$ cat src/rtl/ad_ip_jesd204_tpl_dac_hop_ctrl.sv
// ============================================================================
// ad_ip_jesd204_tpl_dac_hop_ctrl
//
// Frequency-hop sequencer and write-bus arbiter placed between the AXI-to-up
// bridge and the up bus of the JESD204 TPL DAC register map.
//
// Host reads are a zero-latency combinational pass-through. Host writes share
// the register-map write port with an internal sequencer. On hop_trigger, the
// sequencer does three things in order:
//   1. writes one hop-table word into the DDS increment register of each
//      channel;
//   2. writes SYNC_DATA to SYNC_ADDR, so that every channel retunes on the
//      same cycle;
//   3. advances hop_index.
//
// Ports
//   up_clk, up_rstn              clock, asynchronous active-low reset
//   up_wreq_s/_waddr_s/_wdata_s  host write request (1-cycle pulse)
//   up_wack_s                    host write ack pulse
//   up_rreq_s/_raddr_s           host read request -> m_rreq/m_raddr
//   up_rdata_s/_rack_s           host read data/ack <- m_rdata/m_rack
//   m_wreq/m_waddr/m_wdata       write request to the register map
//   m_wack                       register-map write ack
//   m_rreq/m_raddr               read request to the register map
//   m_rdata/m_rack               register-map read data and ack
//   tbl_wr/tbl_addr/tbl_data     hop-table load (index = hop*NUM_CHANNELS+ch)
//   hop_trigger                  start-hop pulse
//   hop_status_clr               clears hop_overrun and hop_timeout
//   hop_busy                     hop sequence in progress
//   hop_done                     1-cycle pulse when a hop completes
//   hop_index                    hop applied by the next trigger
//   hop_overrun                  sticky: trigger arrived while busy
//   hop_timeout                  sticky: a write ack timed out
// ============================================================================
module ad_ip_jesd204_tpl_dac_hop_ctrl #(
    parameter int          NUM_CHANNELS    = 2,
    parameter int          NUM_HOPS        = 4,
    parameter logic [10:0] CHAN_BASE_ADDR  = 11'h100,
    parameter logic [3:0]  INCR_REG_OFFSET = 4'h1,
    parameter logic [10:0] SYNC_ADDR       = 11'h011,
    parameter logic [31:0] SYNC_DATA       = 32'h1,
    parameter int          TIMEOUT_CYCLES  = 255,
    localparam int         TBL_DEPTH       = NUM_HOPS * NUM_CHANNELS,
    localparam int         TBL_AW          = (TBL_DEPTH > 1) ? $clog2(TBL_DEPTH) : 1,
    localparam int         HOP_W           = $clog2(NUM_HOPS)
) (
    input  logic              up_clk,
    input  logic              up_rstn,

    input  logic              up_wreq_s,
    input  logic [10:0]       up_waddr_s,
    input  logic [31:0]       up_wdata_s,
    output logic              up_wack_s,
    input  logic              up_rreq_s,
    input  logic [10:0]       up_raddr_s,
    output logic [31:0]       up_rdata_s,
    output logic              up_rack_s,

    output logic              m_wreq,
    output logic [10:0]       m_waddr,
    output logic [31:0]       m_wdata,
    input  logic              m_wack,
    output logic              m_rreq,
    output logic [10:0]       m_raddr,
    input  logic [31:0]       m_rdata,
    input  logic              m_rack,

    input  logic              tbl_wr,
    input  logic [TBL_AW-1:0] tbl_addr,
    input  logic [31:0]       tbl_data,

    input  logic              hop_trigger,
    input  logic              hop_status_clr,
    output logic              hop_busy,
    output logic              hop_done,
    output logic [HOP_W-1:0]  hop_index,
    output logic              hop_overrun,
    output logic              hop_timeout
);

    typedef enum logic [2:0] {
        S_IDLE      = 3'd0,
        S_WR_CH     = 3'd1,
        S_WAIT_CH   = 3'd2,
        S_WR_SYNC   = 3'd3,
        S_WAIT_SYNC = 3'd4,
        S_DONE      = 3'd5
    } state_t;

    typedef enum logic [1:0] {
        OWN_NONE = 2'd0,
        OWN_HOST = 2'd1,
        OWN_SEQ  = 2'd2
    } owner_t;

    // The last cycle an owner may hold the bus before it is forcibly released.
    localparam logic [7:0] TMO_LAST = 8'(TIMEOUT_CYCLES - 1);
    localparam logic [3:0] CH_LAST  = 4'(NUM_CHANNELS - 1);

    // ------------------------------------------------------------------------
    // State
    // ------------------------------------------------------------------------
    state_t             state_q, state_d;
    logic [3:0]         ch_q, ch_d;
    logic [HOP_W-1:0]   hop_index_q, hop_index_d;

    owner_t             owner_q, owner_d;
    logic               pend_q, pend_d;
    logic [10:0]        pend_addr_q, pend_addr_d;
    logic [31:0]        pend_data_q, pend_data_d;

    logic               m_wreq_q, m_wreq_d;
    logic [10:0]        m_waddr_q, m_waddr_d;
    logic [31:0]        m_wdata_q, m_wdata_d;
    logic               up_wack_q, up_wack_d;
    logic [7:0]         tmo_cnt_q, tmo_cnt_d;

    logic               overrun_q, overrun_d;
    logic               timeout_q, timeout_d;

    logic               hop_busy_c;
    logic               hop_done_c;

    // Hop table; not reset, contents are owned by the loader.
    logic [31:0]        tbl_mem [TBL_DEPTH];

    // ------------------------------------------------------------------------
    // Arbitration terms
    // ------------------------------------------------------------------------
    logic               host_valid;
    logic [10:0]        host_addr;
    logic [31:0]        host_data;
    logic               bus_free;
    logic               seq_req;
    logic               host_grant;
    logic               seq_grant;
    logic               wr_ack;
    logic               wr_expire;
    logic               seq_ack;
    logic               seq_expire;
    logic [TBL_AW-1:0]  tbl_rd_idx;
    logic [10:0]        chan_addr;
    logic [10:0]        seq_addr;
    logic [31:0]        seq_data;

    // A fresh up_wreq_s may be issued on the same edge it arrives, which is
    // what keeps the host-side write latency at one cycle. Otherwise it waits
    // in the one-deep pending register. The bridge never overlaps requests,
    // so both sources are never active at once.
    assign host_valid = pend_q | up_wreq_s;
    assign host_addr  = pend_q ? pend_addr_q : up_waddr_s;
    assign host_data  = pend_q ? pend_data_q : up_wdata_s;

    assign bus_free   = (owner_q == OWN_NONE);
    assign seq_req    = (state_q == S_WR_CH) || (state_q == S_WR_SYNC);
    assign host_grant = bus_free && host_valid;
    assign seq_grant  = bus_free && !host_valid && seq_req;

    // Acks that arrive while nobody owns the bus are stale and ignored.
    assign wr_ack     = (owner_q != OWN_NONE) && m_wack;
    assign wr_expire  = (owner_q != OWN_NONE) && !m_wack && (tmo_cnt_q == TMO_LAST);
    assign seq_ack    = (owner_q == OWN_SEQ) && m_wack;
    assign seq_expire = (owner_q == OWN_SEQ) && wr_expire;

    assign tbl_rd_idx = TBL_AW'(int'(hop_index_q) * NUM_CHANNELS + int'(ch_q));
    assign chan_addr  = CHAN_BASE_ADDR + {3'b000, ch_q, 4'b0000} + {7'b0000000, INCR_REG_OFFSET};
    assign seq_addr   = (state_q == S_WR_CH) ? chan_addr : SYNC_ADDR;
    // The table word is sampled into m_wdata at grant time, so a table update
    // only affects entries that have not been granted yet.
    assign seq_data   = (state_q == S_WR_CH) ? tbl_mem[tbl_rd_idx] : SYNC_DATA;

    // ------------------------------------------------------------------------
    // Write-port arbiter and timeout counter
    // ------------------------------------------------------------------------
    always_comb begin
        owner_d     = owner_q;
        pend_d      = pend_q;
        pend_addr_d = pend_addr_q;
        pend_data_d = pend_data_q;
        m_wreq_d    = 1'b0;
        m_waddr_d   = m_waddr_q;
        m_wdata_d   = m_wdata_q;
        tmo_cnt_d   = tmo_cnt_q;
        // The host is acked even on timeout so that the bridge can never hang.
        up_wack_d   = (owner_q == OWN_HOST) && (wr_ack || wr_expire);

        if (owner_q != OWN_NONE) begin
            tmo_cnt_d = tmo_cnt_q + 8'd1;
        end

        if (wr_ack || wr_expire) begin
            owner_d = OWN_NONE;
        end

        if (up_wreq_s && !host_grant) begin
            pend_d      = 1'b1;
            pend_addr_d = up_waddr_s;
            pend_data_d = up_wdata_s;
        end

        if (host_grant) begin
            m_wreq_d  = 1'b1;
            m_waddr_d = host_addr;
            m_wdata_d = host_data;
            owner_d   = OWN_HOST;
            tmo_cnt_d = 8'd0;
            pend_d    = 1'b0;
        end else if (seq_grant) begin
            m_wreq_d  = 1'b1;
            m_waddr_d = seq_addr;
            m_wdata_d = seq_data;
            owner_d   = OWN_SEQ;
            tmo_cnt_d = 8'd0;
        end
    end

    // ------------------------------------------------------------------------
    // Hop sequencer FSM: next state and outputs
    // ------------------------------------------------------------------------
    always_comb begin
        state_d     = state_q;
        ch_d        = ch_q;
        hop_index_d = hop_index_q;
        hop_busy_c  = (state_q != S_IDLE);
        hop_done_c  = 1'b0;

        unique case (state_q)
            S_IDLE: begin
                if (hop_trigger) begin
                    state_d = S_WR_CH;
                    ch_d    = 4'd0;
                end
            end
            S_WR_CH: begin
                if (seq_grant) begin
                    state_d = S_WAIT_CH;
                end
            end
            S_WAIT_CH: begin
                if (seq_ack) begin
                    if (ch_q == CH_LAST) begin
                        state_d = S_WR_SYNC;
                    end else begin
                        ch_d    = ch_q + 4'd1;
                        state_d = S_WR_CH;
                    end
                end else if (seq_expire) begin
                    // Abandon the hop; hop_index stays so it can be retried.
                    state_d = S_IDLE;
                end
            end
            S_WR_SYNC: begin
                if (seq_grant) begin
                    state_d = S_WAIT_SYNC;
                end
            end
            S_WAIT_SYNC: begin
                if (seq_ack) begin
                    state_d = S_DONE;
                end else if (seq_expire) begin
                    state_d = S_IDLE;
                end
            end
            S_DONE: begin
                hop_done_c  = 1'b1;
                hop_index_d = hop_index_q + HOP_W'(1);
                state_d     = S_IDLE;
            end
            default: begin
                state_d = S_IDLE;
            end
        endcase
    end

    // Sticky status: a set in the same cycle as a clear wins.
    always_comb begin
        overrun_d = overrun_q;
        timeout_d = timeout_q;
        if (hop_status_clr) begin
            overrun_d = 1'b0;
            timeout_d = 1'b0;
        end
        if (hop_trigger && (state_q != S_IDLE)) begin
            overrun_d = 1'b1;
        end
        if (wr_expire) begin
            timeout_d = 1'b1;
        end
    end

    // ------------------------------------------------------------------------
    // Registers
    // ------------------------------------------------------------------------
    always_ff @(posedge up_clk or negedge up_rstn) begin
        if (!up_rstn) begin
            state_q     <= S_IDLE;
            ch_q        <= 4'd0;
            hop_index_q <= '0;
            owner_q     <= OWN_NONE;
            pend_q      <= 1'b0;
            pend_addr_q <= 11'd0;
            pend_data_q <= 32'd0;
            m_wreq_q    <= 1'b0;
            m_waddr_q   <= 11'd0;
            m_wdata_q   <= 32'd0;
            up_wack_q   <= 1'b0;
            tmo_cnt_q   <= 8'd0;
            overrun_q   <= 1'b0;
            timeout_q   <= 1'b0;
        end else begin
            state_q     <= state_d;
            ch_q        <= ch_d;
            hop_index_q <= hop_index_d;
            owner_q     <= owner_d;
            pend_q      <= pend_d;
            pend_addr_q <= pend_addr_d;
            pend_data_q <= pend_data_d;
            m_wreq_q    <= m_wreq_d;
            m_waddr_q   <= m_waddr_d;
            m_wdata_q   <= m_wdata_d;
            up_wack_q   <= up_wack_d;
            tmo_cnt_q   <= tmo_cnt_d;
            overrun_q   <= overrun_d;
            timeout_q   <= timeout_d;
        end
    end

    always_ff @(posedge up_clk) begin
        if (tbl_wr) begin
            tbl_mem[tbl_addr] <= tbl_data;
        end
    end

    // ------------------------------------------------------------------------
    // Outputs
    // ------------------------------------------------------------------------
    assign m_wreq      = m_wreq_q;
    assign m_waddr     = m_waddr_q;
    assign m_wdata     = m_wdata_q;
    assign up_wack_s   = up_wack_q;

    assign m_rreq      = up_rreq_s;
    assign m_raddr     = up_raddr_s;
    assign up_rdata_s  = m_rdata;
    assign up_rack_s   = m_rack;

    assign hop_busy    = hop_busy_c;
    assign hop_done    = hop_done_c;
    assign hop_index   = hop_index_q;
    assign hop_overrun = overrun_q;
    assign hop_timeout = timeout_q;

endmodule

$ cat config.mk
export PLATFORM = sky130hd
export DESIGN_NAME = ad_ip_jesd204_tpl_dac_hop_ctrl
export DESIGN_NICKNAME = d
export VERILOG_FILES = /design/src/rtl/ad_ip_jesd204_tpl_dac_hop_ctrl.sv
export SDC_FILE = /design/constraint.sdc
export NUM_CORES = 1
export LEC_CHECK = 0
export CAP_MARGIN = 30
export CELL_PAD_IN_SITES_DETAIL_PLACEMENT = 1
export CELL_PAD_IN_SITES_GLOBAL_PLACEMENT = 2
export CORE_MARGIN = 4
export CORE_UTILIZATION = 40
export DETAILED_ROUTE_END_ITERATION = 10
export DONT_BUFFER_PORTS = 1
export PLACE_DENSITY_LB_ADDON = 0.1
export RECOVER_POWER = 100
export SETUP_SLACK_MARGIN = 0.5
export SKIP_CTS_REPAIR_TIMING = 1
export SLEW_MARGIN = 30
export SYNTH_ARGS = -nofsm -noshare
export SYNTH_HDL_FRONTEND = slang
export SYNTH_SLANG_ARGS = --single-unit
$ cat constraint.sdc
create_clock -name up_clk -period 3.35 [get_ports up_clk]
set_input_delay 0.335 -clock up_clk [delete_from_list [all_inputs] [get_ports up_clk]]
set_output_delay 0.335 -clock up_clk [all_outputs]
set_load 0.01 [all_outputs]
# Word level (Yosys, flattened, before mapping)
# Memories as Yosys holds them, arrays and structs flattened.
# Cells that the tools add are included.
dict set report classes {
  add_sub_neg 6
  n_eq_ne 14
  muxes 36
  n_bitwise 1
  reduce_logical 29
}
# op count
set op_table {}
lappend op_table {{32-bit two-way mux} 4}
lappend op_table {{11-bit two-way mux} 4}
lappend op_table {{8-bit two-way mux} 3}
lappend op_table {{3-bit two-way mux} 6}
lappend op_table {{3-bit case mux with 5 select lines} 1}
lappend op_table {{4-bit two-way mux} 3}
lappend op_table {{2-bit nonzero test} 6}
lappend op_table {{10-bit by 1-bit adder with 11-bit output, second input constant} 1}
lappend op_table {{1-bit logical AND} 11}
lappend op_table {{9-bit by 8-bit adder with 10-bit output, first input constant} 1}
lappend op_table {{1-bit two-way mux} 10}
lappend op_table {{2-bit inequality test, second input constant} 5}
lappend op_table {{3-bit nonzero test} 3}
lappend op_table {{8-bit by 1-bit adder with 8-bit output, second input constant} 1}
lappend op_table {{8-bit equality test, second input constant} 1}
lappend op_table {{2-bit two-way mux} 4}
lappend op_table {{4-bit case mux with 2 select lines} 1}
lappend op_table {{3-bit by 2-bit equality test with 1-bit output, second input constant} 2}
lappend op_table {{3-bit equality test, second input constant} 2}
lappend op_table {{4-bit by 1-bit adder with 4-bit output, second input constant} 1}
lappend op_table {{4-bit by 1-bit equality test with 1-bit output, second input constant} 1}
lappend op_table {{4-bit AND reduction} 1}
lappend op_table {{3-bit adder} 1}
lappend op_table {{3-bit by 1-bit equality test with 1-bit output, second input constant} 1}
lappend op_table {{9 further kinds} 12}
dict set report totals {
  reg_bits 110
  ramBits 256
  input_bits 130
  output_inout_bits 96
  elab_cells 101
  n_memories 1
}
# memory depth width rd rd_clocked_by_memory_dff wr line
set memory_table {}
lappend memory_table {tbl_mem 8 32 1 0 1 125} ;# logic [31:0] tbl_mem [TBL_DEPTH];

# Logic depth before layout (Yosys ltp)
dict set report depth {
  word_depth 7
  mapped_depth 8
  depth_no_buf 6
}

# Least setup slack after synthesis
# OpenSTA, ideal clock, no wires.
dict set report synth_timing {
  path_kind {input -> register}
  start {input port tbl_addr[1]}
  end {memory tbl_mem[0][0], enable pin}
  setup_ps 461
  arrival_ps 2720
  t_required_ps 2889
  slack_ps 169
  cell_stages 2
  path_buffers 0
  path_cell_list {nand2b_1 -> nor3_1}
}
# item line
set synth_lines {}
lappend synth_lines {{start: declaration} 69} ;# input logic [TBL_AW-1:0] tbl_addr,
lappend synth_lines {{end: declaration} 125}
# Straight into the memory's write port.

# Final worst setup path
dict set report layout_timing {
  start {register pend_q}
  end {register m_wdata_q[6] (netlist: m_wdata[6])}
}
dict set report layout_via {
  elab_chain_cells 5
  word_cells_on_any_way 8
  classes_between {mux: 2; bitwise: 1; reduce/logical: 5}
}
# item line
set layout_lines {}
lappend layout_lines {{start: declaration} 108} ;# logic pend_q, pend_d;
lappend layout_lines {{start signal: assignment} 315} ;# pend_q <= pend_d;
lappend layout_lines {{1-bit OR} 150} ;# assign host_valid = pend_q | up_wreq_s;
lappend layout_lines {{1-bit logical NOT} 157} ;# assign seq_grant = bus_free && !host_valid && seq_req;
lappend layout_lines {{1-bit logical AND (2 in series)} 157}
lappend layout_lines {{2-bit nonzero test (no source line)} -}
lappend layout_lines {{end signal: assignment} 320} ;# m_wdata_q <= m_wdata_d;
lappend layout_lines {{end: declaration} 114} ;# logic [31:0] m_wdata_q, m_wdata_d;
# Several ways; a longest one is shown, not always the timed one.
# A chain may end at the register's enable or synchronous reset.

==> summary.md <==
| Metric | Value |
|---|---|
| Outcome | `finished with violations` |
| Failing checks | `capacitance limit, slew limit` |
| Cells on worst reg2reg path | `4` |
| CP Capture Type | `flop` |
| P_leak | `6.24 nW` |
| Area growth syn-to-layout | `15.7%` |
| DP Area | `0.0155 mm^2` |
| Final net count | `1028` |
| DRC viols | `0` |
| H-tree depth | `2` |
| Die Y | `202 um` |
| RSZ-0062 raised after global routing | `no` |
| GRT overflow | `0` |
| Worst-Margin Slew | `2.54 ns` |
| Critical path class | `reg -> reg` |
| Count of unique library cells instantiated by Yosys | `54` |
| CP max FO | `33` |
| Pwr dens | `841 mW/mm^2` |
| IO Port Bufs | `0` |
| Hold Crit Depth | `2` |
| Async S/R FF share, synth | `30.1%` |
| Clk Latency, worst-skew pair | `0.54 ns` |
| F_max | `348 MHz` |
| Post-Route Setup TNS | `0 ns` |
| Final instance area | `0.0175 mm^2` |
| Root Buffer | `clkbuf_16` |
| Synth warn | `0` |
| Vias | `7745` |
| Fill cells | `3475` |
| Seq/Total Area, Yosys | `69.2%` |
| Clk sink count | `366` |
| Initial Util | `40.8%` |
| Final wirelength | `37000 um` |
| CTS tree | `built` |
| First-pass GRT wire length | `53500 um` |
| Die area | `0.0409 mm^2` |
| # rows | `70` |
| Final setup vio count | `0` |
| Worst Path Arrival | `3.25 ns` |
| Max_cap viols | `8` |
| Hold Fails Final Rpt | `0` |
| Register area | `0.0104 mm^2` |
| Final Critical Period | `2.87 ns` |
| DIE WIDTH | `202 um` |
| Yosys reg bits | `366` |
| ANT nets after route | `0` |
| Final Max Slew Viols | `264` |
| Number of global-route vias before repair | `8158` |
| WP data required | `3.72 ns` |
| GP Congestion | `0.823` |
| Synth Flop Type | `edfxtp_1` |
| CTS Buf Count | `42` |
| Max VDD drop | `0.365 mV` |
| Initial DRC count | `598` |
| Core footprint | `0.0370 mm^2` |
| IO Count | `226` |
| Layout cells sized above 1 | `22.2%` |
| Antenna violations before repair | `3` |
| Drt wl/cell | `25.8 um` |
| Relative slew margins | `-69.6%` |
| Post-Syn Instances | `837` |
| CTS Buffer Depth | `3` |
| DR pass1 iterations | `4` |
| Vias per cell | `5.41` |
| Startpoint class of the critical path | `flop` |
| Synthesized area per cell | `18.0 um^2` |
| Pin count of the biggest net entering global routing | `111` |
| Synthesized net count | `972` |
| Hold Crit Class | `in -> reg` |
| Post-route clock period utilization | `85.8%` |
| Clk slew on worst S/H paths | `0.06 ns` |
| Number of synthesized flops with an enable pin | `256` |
| DP HPWL | `22800 um` |
| Multi-input gate area | `0.00406 mm^2` |
| Setup Skew | `0.0149 ns` |
| Global-route usage over all layers | `17.3%` |
| Mapped Area | `0.0151 mm^2` |
[final timing paths]
path                            startpoint              end  slack [ns]
setup / recovery                    pend_q       m_wdata[6]        0.48
hold / removal               up_waddr_s[9]       m_waddr[9]        0.01
setup reg to reg                    pend_q       m_wdata[6]        0.48
hold reg to reg            pend_data_q[13]  pend_data_q[13]        0.51
max in group asynchronous          up_rstn          ch_q[0]        2.43
min in group asynchronous          up_rstn   pend_addr_q[1]        0.41
[layer usage]
| layer | global-route usage (%) | vias up | share of wire [%] |
|---|---|---|---|
| met5 | 0 | - | 0.019 |
| met4 | 3.93 | 2 | 1.5 |
| met3 | 6.13 | 57 | 7.5 |
| met2 | 27.3 | 242 | 47 |
| met1 | 23.4 | 4079 | 44 |
| li1 | - | 3365 | - |
[placed cells by master, fill, tap and decap left out, types with 3 or more instances in the layout]
cell type      Yosys  routed
a21oi_1            4       4
a22o_1             5       5
buf_12             0       4
buf_4             46       6
clkbuf_1          21      25
clkbuf_16          0      43
clkinv_1           1       8
clkinv_2           0       6
dfrtp_1          110     109
dlygate4sd3_1      0      80
edfxtp_1         256     256
ha_1               5       4
inv_1              4       4
mux2_2            47      47
mux2i_1           74      74
mux4_2            64      64
nand2_1           54      54
nand2b_1           4       4
nand3_1            4       4
nor2_1            20      14
nor2_4             0       6
nor2b_1            3       3
nor3_1             4       3
o21ai_0            9       9
o221ai_1           4      19
o221ai_2          29      14
xnor2_1            7       6
[registers in the layout, indices dropped and copies added, names as in the netlist, 2 cells and up]
| name | count |
|---|---|
| m_wdata | 32 |
| ch_q | 4 |
| pend_data_q | 32 |
| tbl_mem | 256 |
| state_q | 3 |
| m_waddr | 11 |
| hop_index | 2 |
| tmo_cnt_q | 8 |
| pend_addr_q | 11 |
| owner_q | 2 |
[critical path: stages (launching register included)]
cell	delay [ns]
dfrtp_1	0.68
buf_4	0.47
o21ai_4	0.51
clkbuf_1	0.84
o221ai_2	0.20
[power by group]
group	internal, mW	switching (mW)
clock	2.57	1.76
sequential	5.58	0.780
combinational	1.90	2.11
total	10.0	4.64
[stage by stage]
stage                     worst slack, ns  utilization (%)  hold WS [ns]  std cells  total power, mW
final                               0.475             47.3        0.0128       1432             14.7
after global routing                0.335             47.3      -0.00104       1431             15.5
after CTS                           0.741             45.4        -0.536       1349             14.9
after floorplan                      1.03                -        0.0394        837             9.28
after detailed placement            0.740             41.9        0.0427       1272             10.5
after global placement              0.737             41.9        0.0427       1272             10.4
[cell families after synthesis]
kind of cell | count (synthesis) | share of synthesized area, %
AOI/OAI and AO/OA | 72 | 4.96
muxes | 185 | 18.0
adders and majority gates | 5 | 0.414
DFF | 366 | 69.2
buffers and inverters | 95 | 3.80
xor gates and xnor gates | 9 | 0.522
and+or+nand+nor | 105 | 3.19
[synthesized netlist by cell type (7+ instances only)]
| library cell | instances | area (um^2) |
|---|---|---|
| xnor2_1 | 7 | 61.3 |
| mux2i_1 | 74 | 741 |
| buf_4 | 46 | 345 |
| nor2_1 | 20 | 75.1 |
| edfxtp_1 | 256 | 7690 |
| mux4_2 | 64 | 1440 |
| mux2_2 | 47 | 529 |
| nand2_1 | 54 | 203 |
| dfrtp_1 | 110 | 2750 |
| clkbuf_1 | 21 | 78.8 |
| o221ai_2 | 29 | 435 |
| o21ai_0 | 9 | 45.0 |
| buf_2 | 18 | 90.1 |
[cell type report]
cell class / instances / share of cell area [%]
flip-flops and latches: 366 / 59.8
repair buffers: 102 / 5.69
inverters: 5 / 0.107
well taps: 504 / 3.61
clock inverters: 18 / 0.895
clock buffers: 59 / 6.62
diodes: 2 / 0.0287
multi-input cells: 376 / 23.3
Power figures use the tool's default switching activity.
